### src/rtl/mult_error_sweeper_pkg.sv
// rtl/mult_error_sweeper_pkg.sv - shared types and sizes for the multiplier error sweeper
// Record sizes follow PKG_WIDTH; instantiate the sweeper with WIDTH == PKG_WIDTH.
package mult_eval_pkg;

  localparam int PKG_WIDTH = 2;
  localparam int PW        = 2 * PKG_WIDTH;
  localparam int NPAIRS    = 1 << PW;

  typedef enum logic [2:0] {
    IDLE   = 3'd0,
    SETTLE = 3'd1,
    CHECK  = 3'd2,
    EMIT   = 3'd3,
    DONE   = 3'd4
  } state_t;

  typedef struct packed {
    logic [PKG_WIDTH-1:0] a;
    logic [PKG_WIDTH-1:0] b;
    logic [PW-1:0]        exact;
    logic [PW-1:0]        dut;
  } corr_rec_t;

endpackage

### src/rtl/mult_error_sweeper_if.sv
// rtl/mult_error_sweeper_if.sv - operand/product bus and correction-record stream
interface mult_error_sweeper_if #(parameter int WIDTH = 2);

  logic [WIDTH-1:0]   op_a;
  logic [WIDTH-1:0]   op_b;
  logic [2*WIDTH-1:0] dut_p;
  logic               corr_valid;
  logic               corr_ready;
  logic [WIDTH-1:0]   corr_a;
  logic [WIDTH-1:0]   corr_b;
  logic [2*WIDTH-1:0] corr_exact;
  logic [2*WIDTH-1:0] corr_dut;

  modport master (
    output op_a, op_b, corr_valid, corr_a, corr_b, corr_exact, corr_dut,
    input  dut_p, corr_ready
  );

  modport slave (
    input  op_a, op_b, corr_valid, corr_a, corr_b, corr_exact, corr_dut,
    output dut_p, corr_ready
  );

endinterface

### src/rtl/mult_error_sweeper_abs_diff.sv
// rtl/mult_error_sweeper_abs_diff.sv - exact product and absolute error of a candidate product
module mult_abs_diff
  import mult_eval_pkg::*;
#(
  parameter int WIDTH = PKG_WIDTH
) (
  input  logic [WIDTH-1:0]   a,
  input  logic [WIDTH-1:0]   b,
  input  logic [2*WIDTH-1:0] p,
  output logic [2*WIDTH-1:0] exact,
  output logic [2*WIDTH-1:0] diff
);

  localparam int PROD_W = 2 * WIDTH;

  always_comb begin
    exact = PROD_W'(a) * PROD_W'(b);
    diff  = (p >= exact) ? (p - exact) : (exact - p);
  end

endmodule

### src/rtl/mult_error_sweeper.sv
// rtl/mult_error_sweeper.sv - exhaustive sweep of a WIDTH x WIDTH multiplier with error stats
// Index {op_a, op_b} walks every pair; mismatches are counted and streamed as records.
module mult_error_sweeper
  import mult_eval_pkg::*;
#(
  parameter int WIDTH = PKG_WIDTH,
  parameter int LAT   = 0
) (
  input  logic                 clk,
  input  logic                 rst,
  input  logic                 start,
  output logic                 busy,
  output logic                 done,
  output logic [2*WIDTH:0]     err_count,
  output logic [2*WIDTH-1:0]   max_abs_err,
  output logic [4*WIDTH-1:0]   err_sum,
  mult_error_sweeper_if.master bus
);

  localparam int PROD_W = 2 * WIDTH;
  localparam int SUM_W  = 4 * WIDTH;
  localparam int CNT_W  = (LAT > 1) ? $clog2(LAT + 1) : 1;
  localparam logic [PROD_W-1:0] LAST_IDX = '1;

  state_t            state;
  logic [PROD_W-1:0] idx;
  logic [CNT_W-1:0]  lat_cnt;
  corr_rec_t         rec;
  logic [PROD_W-1:0] exact;
  logic [PROD_W-1:0] diff;
  logic              mismatch;
  logic              advance;

  mult_abs_diff #(.WIDTH(WIDTH)) u_abs_diff (
    .a     (bus.op_a),
    .b     (bus.op_b),
    .p     (bus.dut_p),
    .exact (exact),
    .diff  (diff)
  );

  assign mismatch = (bus.dut_p != exact);
  assign advance  = ((state == CHECK) && !mismatch) || ((state == EMIT) && bus.corr_ready);

  // The first pair always gets one settle cycle beyond LAT while the operands leave their held value.
  always_ff @(posedge clk or posedge rst) begin
    if (rst) begin
      state       <= IDLE;
      idx         <= '0;
      lat_cnt     <= '0;
      err_count   <= '0;
      max_abs_err <= '0;
      err_sum     <= '0;
      rec         <= '0;
    end else begin
      case (state)
        IDLE: if (start) begin
          state       <= SETTLE;
          idx         <= '0;
          lat_cnt     <= CNT_W'(LAT);
          err_count   <= '0;
          max_abs_err <= '0;
          err_sum     <= '0;
        end
        SETTLE: begin
          if (lat_cnt == '0) state <= CHECK;
          else               lat_cnt <= lat_cnt - 1'b1;
        end
        CHECK: if (mismatch) begin
          err_count   <= err_count + 1'b1;
          err_sum     <= err_sum + SUM_W'(diff);
          max_abs_err <= (diff > max_abs_err) ? diff : max_abs_err;
          rec         <= '{a: bus.op_a, b: bus.op_b, exact: exact, dut: bus.dut_p};
          state       <= EMIT;
        end
        EMIT:    ;
        DONE:    state <= IDLE;
        default: state <= IDLE;
      endcase

      if (advance) begin
        if (idx == LAST_IDX) begin
          state <= DONE;
        end else begin
          idx <= idx + 1'b1;
          if (LAT == 0) begin
            state <= CHECK;
          end else begin
            state   <= SETTLE;
            lat_cnt <= CNT_W'(LAT - 1);
          end
        end
      end
    end
  end

  assign busy           = (state == SETTLE) || (state == CHECK) || (state == EMIT);
  assign done           = (state == DONE);
  assign bus.op_a       = idx[PROD_W-1:WIDTH];
  assign bus.op_b       = idx[WIDTH-1:0];
  assign bus.corr_valid = (state == EMIT);
  assign bus.corr_a     = rec.a;
  assign bus.corr_b     = rec.b;
  assign bus.corr_exact = rec.exact;
  assign bus.corr_dut   = rec.dut;

endmodule

### src/flat_wrapper.sv
// flat-port wrapper written by rule: the top's interface ports become plain ports
module mult_error_sweeper_flat import mult_eval_pkg::*;
#(
  parameter int WIDTH = PKG_WIDTH,
  parameter int LAT   = 0
)
  (clk, rst, start, busy, done, err_count, max_abs_err, err_sum, bus_op_a, bus_op_b, bus_corr_valid, bus_corr_a, bus_corr_b, bus_corr_exact, bus_corr_dut, bus_dut_p, bus_corr_ready);
  mult_error_sweeper_if #(.WIDTH(WIDTH)) bus_i ();
  input  logic clk;
  input  logic rst;
  input  logic start;
  output logic busy;
  output logic done;
  output logic [2*WIDTH:0] err_count;
  output logic [2*WIDTH-1:0] max_abs_err;
  output logic [4*WIDTH-1:0] err_sum;
  output wire logic [$bits(bus_i.op_a)-1:0] bus_op_a;
  output wire logic [$bits(bus_i.op_b)-1:0] bus_op_b;
  output wire logic [$bits(bus_i.corr_valid)-1:0] bus_corr_valid;
  output wire logic [$bits(bus_i.corr_a)-1:0] bus_corr_a;
  output wire logic [$bits(bus_i.corr_b)-1:0] bus_corr_b;
  output wire logic [$bits(bus_i.corr_exact)-1:0] bus_corr_exact;
  output wire logic [$bits(bus_i.corr_dut)-1:0] bus_corr_dut;
  input wire logic [$bits(bus_i.dut_p)-1:0] bus_dut_p;
  input wire logic [$bits(bus_i.corr_ready)-1:0] bus_corr_ready;
  assign bus_op_a = bus_i.op_a;
  assign bus_op_b = bus_i.op_b;
  assign bus_corr_valid = bus_i.corr_valid;
  assign bus_corr_a = bus_i.corr_a;
  assign bus_corr_b = bus_i.corr_b;
  assign bus_corr_exact = bus_i.corr_exact;
  assign bus_corr_dut = bus_i.corr_dut;
  assign bus_i.dut_p = bus_dut_p;
  assign bus_i.corr_ready = bus_corr_ready;
  mult_error_sweeper #(.WIDTH(WIDTH), .LAT(LAT)) u_core (.clk(clk), .rst(rst), .start(start), .busy(busy), .done(done), .err_count(err_count), .max_abs_err(max_abs_err), .err_sum(err_sum), .bus(bus_i));
endmodule
### config.mk
export PLATFORM = sky130hd
export DESIGN_NAME = mult_error_sweeper_flat
export DESIGN_NICKNAME = d
export VERILOG_FILES = /design/src/rtl/mult_error_sweeper_pkg.sv /design/src/rtl/mult_error_sweeper_if.sv /design/src/rtl/mult_error_sweeper_abs_diff.sv /design/src/rtl/mult_error_sweeper.sv /design/src/flat_wrapper.sv
export SDC_FILE = /design/constraint.sdc
export NUM_CORES = 1
export LEC_CHECK = 0
export ABC_AREA = 1
export BUFFER_PORTS_ARGS = -buffer_cell sky130_fd_sc_hd__buf_2
export CAP_MARGIN = 10
export CORE_MARGIN = 5
export CORE_UTILIZATION = 50
export CTS_CLUSTER_SIZE = 40
export DETAILED_ROUTE_END_ITERATION = 10
export GPL_TIMING_DRIVEN = 1
export PLACE_DENSITY = 0.73
export SLEW_MARGIN = 25
export SYNTH_ARGS = -nofsm -noshare
export SYNTH_HDL_FRONTEND = slang
export SYNTH_SLANG_ARGS = --single-unit
### constraint.sdc
create_clock -name clk -period 2.85 [get_ports clk]
set_clock_uncertainty 0.1 [all_clocks]
set_input_delay 0.285 -clock clk [delete_from_list [all_inputs] [get_ports clk]]
set_output_delay 0.285 -clock clk [all_outputs]
set_load 0.01 [all_outputs]
## Yosys cells after proc, flatten, opt, wreduce, memory -nomap -nowiden

Cells that the tools add are included.

- Flip-flop bits (word level): 37
- Input port bits: 8
- Output and inout bits: 36
- Logic and storage cells: 70

- $add $sub $neg: 6
- Multiply operators: 1
- $lt $le $gt $ge: 2
- Eq/ne operators: 13
- Muxes and demuxes: 24
- Reduce and logical (&&, ||, !) cells: 14

Operators with widths:

| kind | number |
|---|---|
| 4-bit 2-to-1 mux | 8 |
| 8-bit 2-to-1 mux | 2 |
| 8-bit one-hot mux with 2 select lines | 1 |
| 3-bit 2-to-1 mux | 5 |
| 3-bit one-hot mux with 4 select lines | 1 |
| 5-bit 2-to-1 mux | 2 |
| 5-bit one-hot mux with 2 select lines | 1 |
| 8-bit by 4-bit adder with 8-bit output | 1 |
| 4-bit one-hot mux with 2 select lines | 1 |
| 4-bit AND reduction | 2 |
| 4-bit subtractor | 2 |
| 3-bit by 2-bit == test with 1-bit output (second input constant) | 2 |
| 5-bit by 1-bit adder with 5-bit output (second input constant) | 1 |
| 4-bit by 1-bit adder with 4-bit output (second input constant) | 1 |
| 4-bit == test (second input constant) | 1 |
| 4-bit greater-or-equal comparator | 1 |
| 4-bit > comparator | 1 |
| 2-bit by 2-bit multiplier with 4-bit output | 1 |
| 2-bit by 1-bit != test with 1-bit output (second input constant) | 2 |
| 2-bit != test (second input constant) | 2 |
| 4-bit != test | 1 |
| 2-bit AND reduction | 2 |
| 2-bit nonzero test | 2 |
| 3-bit by 1-bit == test with 1-bit output (second input constant) | 1 |
| 12 further kinds | 16 |

## Longest topological paths before layout

- Depth after elaboration: 7
- Gate-level depth with buffers: 23
- Depth with buffers taken out: 23

## Modules after synthesis

Synthesis repeated with hierarchy kept, for this count alone.

- Cell total of the unflattened synthesis: 326
- Area total of the unflattened synthesis: 2381.0 um^2

By module, submodules not included:

| module | instances | cells an instance | area each (um^2) | sequential area each (um^2) |
|---|---|---|---|---|
| mult_error_sweeper | 1 | 261 | 2001.9 | 900.9 |
| mult_abs_diff | 1 | 65 | 379.1 | 0.0 |

## Least setup slack after synthesis

No wires, ideal clock.

- Path type: register to register
- From: register u_core.idx[2]
- To: register u_core.err_sum[7]
- Setup time: 119 ps
- Data arrival time: 2941 ps
- Data required time: 2631 ps
- Setup slack: -310 ps
- Stages on the path, launching flop included: 20
- Path buffers: 1
- Path through: dfrtp_1 -> nand2_1 -> inv_1 -> ha_1 -> ha_1 -> ha_1 -> buf_4 -> nand2_2 -> inv_2 -> nand2_2 -> nand3_1 -> o21ai_0 -> inv_1 -> ha_1 -> a21oi_1 -> nand2_1 -> nand2_1 -> o21ai_0 -> a21oi_1 -> nor2_1

- Cells in the longest elaborated chain, start to end: 6
- Elaborated cells on any way between the ends: 11
- Classes of those cells: add/sub (3); mul (1); order compare (1); eq/ne (2); mux (3); reduce/logical (1)

RTL lines:

| what | line | text |
|---|---|---|
| start, declared | mult_error_sweeper.sv:26 | `logic [PROD_W-1:0] idx;` |
| start signal, assigned | mult_error_sweeper.sv:85 | `idx <= idx + 1'b1;` |
| 2-bit by 2-bit multiplier with 4-bit output * | mult_error_sweeper_abs_diff.sv:17 | `exact = PROD_W'(a) * PROD_W'(b);` |
| named net u_core.exact[2] | mult_error_sweeper.sv:29 | `logic [PROD_W-1:0] exact;` |
| 4-bit subtractor / 4-bit greater-or-equal comparator (equally long branches) | mult_error_sweeper_abs_diff.sv:18 | `diff = (p >= exact) ? (p - exact) : (exact - p);` |
| 4-bit 2-to-1 mux | mult_error_sweeper_abs_diff.sv:18 |  |
| 8-bit by 4-bit adder with 8-bit output | mult_error_sweeper.sv:71 | `err_sum <= err_sum + SUM_W'(diff);` |
| 8-bit 2-to-1 mux | mult_error_sweeper.sv:69 | `CHECK: if (mismatch) begin` |
| 8-bit one-hot mux with 2 select lines | mult_error_sweeper.sv:56 | `case (state)` |
| end signal, assigned | mult_error_sweeper.sv:71 |  |
| end, declared | mult_error_sweeper.sv:16 | `output logic [4*WIDTH-1:0] err_sum,` |

Mark *: on every way through the listed nets, which the timed path passes. The rest lies on a longest branch. The select of a mux whose other input is x is not followed.
A chain may end at the register's enable or synchronous reset.

## Worst setup path in the final report

- From: register u_core.idx[2]
- To: register u_core.max_abs_err[3]

- Cells in the longest elaborated chain, start to end: 6
- Elaborated cells on any way between the ends: 13
- Classes of those cells: add/sub (2); mul (1); order compare (2); eq/ne (3); mux (4); reduce/logical (1)

RTL lines:

| what | line | text |
|---|---|---|
| 2-bit by 2-bit multiplier with 4-bit output * | mult_error_sweeper_abs_diff.sv:17 |  |
| named net u_core.exact[2] | mult_error_sweeper.sv:29 |  |
| 4-bit subtractor / 4-bit greater-or-equal comparator (equally long branches) | mult_error_sweeper_abs_diff.sv:18 |  |
| 4-bit 2-to-1 mux | mult_error_sweeper_abs_diff.sv:18 |  |
| 4-bit > comparator / 4-bit 2-to-1 mux (equally long branches) | mult_error_sweeper.sv:72 | `max_abs_err <= (diff > max_abs_err) ? diff : max_abs_err;` |
| 2-bit != test (no line) / 4-bit 2-to-1 mux (equally long branches) | - |  |
| 4-bit AND reduction (no line) / 4-bit one-hot mux with 2 select lines (equally long branches) | - |  |
| end signal, assigned | mult_error_sweeper.sv:72 |  |
| end, declared | mult_error_sweeper.sv:15 | `output logic [2*WIDTH-1:0] max_abs_err,` |

Marked as above.

==> impl_metrics.ini <==
[pwr]
pwr-share-clk_pct = 14.9
netSwitchingFraction_pct = 45.1
pwr-share-comb_pct = 56.5
power.density_nw_per_um2 = 994
power_leakage_uw = 0.00159
switching_power_uw = 1360
seqPwrFrac_pct = 28.6
internal-power_uw = 1660
max-vdd-ir-drop_mv = 0.611

[timing]
final-hold-violation-count = 0
relSlewSlack_pct = 56.5
setup_viol = 5
rsz0062_at_grt = yes
max_freq_ghz = 0.347
period_minus_slack_ns = 2.88
setup_ws_ns = -0.0334
worst_slew_pin_slew_ns = 0.652
slew_violations = 0
finalCritPeriodShare_pct = 101
worst_hold_slack_ns = 0.184

[floorplanning]
die_x_um = 77.1
num_rows = 24
io_pins = 44
coreArea_um2 = 4350
dieArea_um2 = 5950
die_h_um = 77.1
initial_utilization_pct = 51.7

[worst_setup_path]
cp-start-kind = flop
cp_data_arrival_time_ns = 2.97
crit_fanout = 5
critPathKind = flop to flop
required_ns = 2.94
cp-end-kind = flop

[final_layout]
final_nets = 373
seqCellArea_um2 = 902
syn2layout_area_growth_pct = 34.6
stdcell_count = 396
n_antenna_cell = 0
multiInputGateArea_um2 = 1410
fillers = 346
drive_gt1_share_pct = 39.2

[place]
routabilityCongestion = 0.831
port_buffers = 43
pre_cts_slack_ns = -0.184
place_inst = 384
dp_hpwl_um = 4140

[routing]
num_vias = 2037
drt-pass1-iter-count = 4
wire_per_inst_um = 14.3
drtAntennaViolNets = 0
wirelength_um = 5650
viasPerCell = 5.14
drc = 0
drt-initial-drc-count = 91

[yosys]
synth_edf_count = 0
yosys.area.top_type = dfrtp_1
synth_ff_type = dfrtp_1
synthArstFlopShare_pct = 100
avgSynthCellArea_um2 = 8.16
synth-seq-area-share_pct = 40.0
synth_top_area_share_pct = 40.0
syn-cell-area_um2 = 2250
syn_inst = 276
synth_nets = 306
yosys.cell_types.count = 32
synth_most_common_cell = nand2_1
synth.area.top_cells = dfrtp_1, nand2_1, ha_1, inv_1, nand3_1
synth_seq_cells = 36
yosys-top-cells-count = nand2_1, inv_1, dfrtp_1, nand3_1, o21ai_0
ys_warn_count = 0

[clock_tree]
clk_pin_slew_worst_paths_ns = 0.08
cts_tree = built
htree_levels = 2
clk_latency_ns = 0.30
root_buffer = clkbuf_8
cts_buffers = 5
clock_sinks = 36
ctsLongestPathBuffers = 2

[global_route]
first_global_vias = 1994
grt_first_pass_wirelength_um = 9350
grt_max_degree = 27
antenna_found_initial = 0
track_usage_pct = 19.2
gr-total-overflow = 0

[run]
max_cap_violations = 0

[outcome]
status = complete, but fails checks
violations = setup timing

[worst_hold_path]
min_path_type = input port to flop
[state kept, by name, summed over array words and instances, names as in the netlist]
signal / cells
u_core.bus.corr_a: 2
u_core.bus.corr_b: 2
u_core.bus.corr_dut: 4
u_core.bus.corr_exact: 4
u_core.err_count: 5
u_core.err_sum: 8
u_core.idx: 4
u_core.max_abs_err: 4
u_core.state: 3
[worst max-delay path, cell delays in order, from the launching register on]
cell and delay (ns):
dfrtp_2 0.40, nand2_1 0.05, inv_1 0.04, ha_2 0.19
ha_4 0.30, inv_4 0.04, ha_4 0.16, a21oi_4 0.16
buf_6 0.12, nand3_4 0.09, o21ai_4 0.17, inv_2 0.09
ha_4 0.27, nand2_2 0.04, inv_2 0.04, nand2_1 0.05
nand2_1 0.07, nand2_2 0.08, nand2_2 0.09, nand2_4 0.08
nand2_1 0.08, nand2_2 0.05
[power by group through the flow]
stage / Clock, uW / Combinational, uW / Sequential (uW)
global route: 487 / 1910 / 887
global placement: 0 / 1520 / 855
finish: 450 / 1700 / 861
floorplan: 0 / 984 / 935
detailed placement: 0 / 1570 / 864
CTS: 457 / 1610 / 857
[what timing repair did]
item / in CTS / in global routing
setup endpoints to repair: 10 / 10
gates resized for setup: 9 / 28
hold buffers: 1 / 0
buffers inserted: 1 / 2
hold endpoints to repair: 16 / 0
pin swaps: 4 / 13
[cells in the final DEF (no fill, tap or decap), drive strengths merged, types with 3 or more instances in the layout]
cell and instances:
o21ai 23, buf 63, xor2 5, fa 3, ha 19, dfrtp 36
nor2 14, inv 42, clkinv 3, a21oi 12, clkbuf 6, nand2 81
nand3 23
[routing by layer]
metal  vias to the layer above  share of wire, %  track usage (%)  routed length (um)
met5                         -                 0                0                   0
met4                         0               1.2             5.15                  66
met3                         7               3.9             4.45                 219
met2                        44                51             32.9                2870
met1                       973                44             24.1                2500
li1                       1013                 -                -                   -
[area by class of cell]
class                           instances  share of cell area, %
Clock buffer                            6                   2.39
Tap cell                               52                   2.15
Inverter                               44                   5.70
Multi-Input combinational cell        192                   46.3
Sequential cell                        36                   29.8
Timing Repair Buffer                   64                   12.5
Clock inverter                          2                   1.16
[final timing paths]
kind                                                    start                                  to  slack (ns)  cells past startpoint
setup / recovery                      u_core.idx[2]$_DFF_PP0_   u_core.max_abs_err[3]$_DFFE_PP0P_       -0.03                     21
hold / removal                                   bus_dut_p[3]  u_core.bus.corr_dut[3]$_DFFE_PP0P_        0.18                      3
setup reg to reg                      u_core.idx[2]$_DFF_PP0_   u_core.max_abs_err[3]$_DFFE_PP0P_       -0.03                     21
hold reg to reg            u_core.bus.corr_dut[0]$_DFFE_PP0P_  u_core.bus.corr_dut[0]$_DFFE_PP0P_        0.39                      2
max in group asynchronous                                 rst   u_core.max_abs_err[0]$_DFFE_PP0P_        1.38                      4
min in group asynchronous                                 rst    u_core.bus.corr_a[0]$_DFFE_PP0P_        0.53                      3
[cell families (layout without fill, tap and decap cells)]
logic type,after synthesis,in the layout,synth area share (%)
simple gates,123,123,25.1
flops,36,36,40.0
fa+ha+maj,22,22,13.2
compound gates,40,40,9.95
buf+inv,48,116,9.00
xor+xnor,7,7,2.72
[through the flow]
| stage | utilization [%] | area [um^2] | setup TNS [ns] | total power (uW) |
|---|---|---|---|---|
| 6_report | 69.6 | 3030 | -0.0886 | 3010 |
| 5_1_grt | 69.6 | 3030 | -1.44 | 3290 |
| 4_1_cts | 66.9 | 2910 | 0 | 2930 |
| 3_5_place_dp | 62.7 | 2730 | -1.23 | 2440 |
| 3_3_place_gp | 62.7 | 2730 | -0.572 | 2380 |
| 2_1_floorplan | - | 2360 | -0.0125 | 1920 |
No activity file was read; power rests on OpenSTA's default activity.
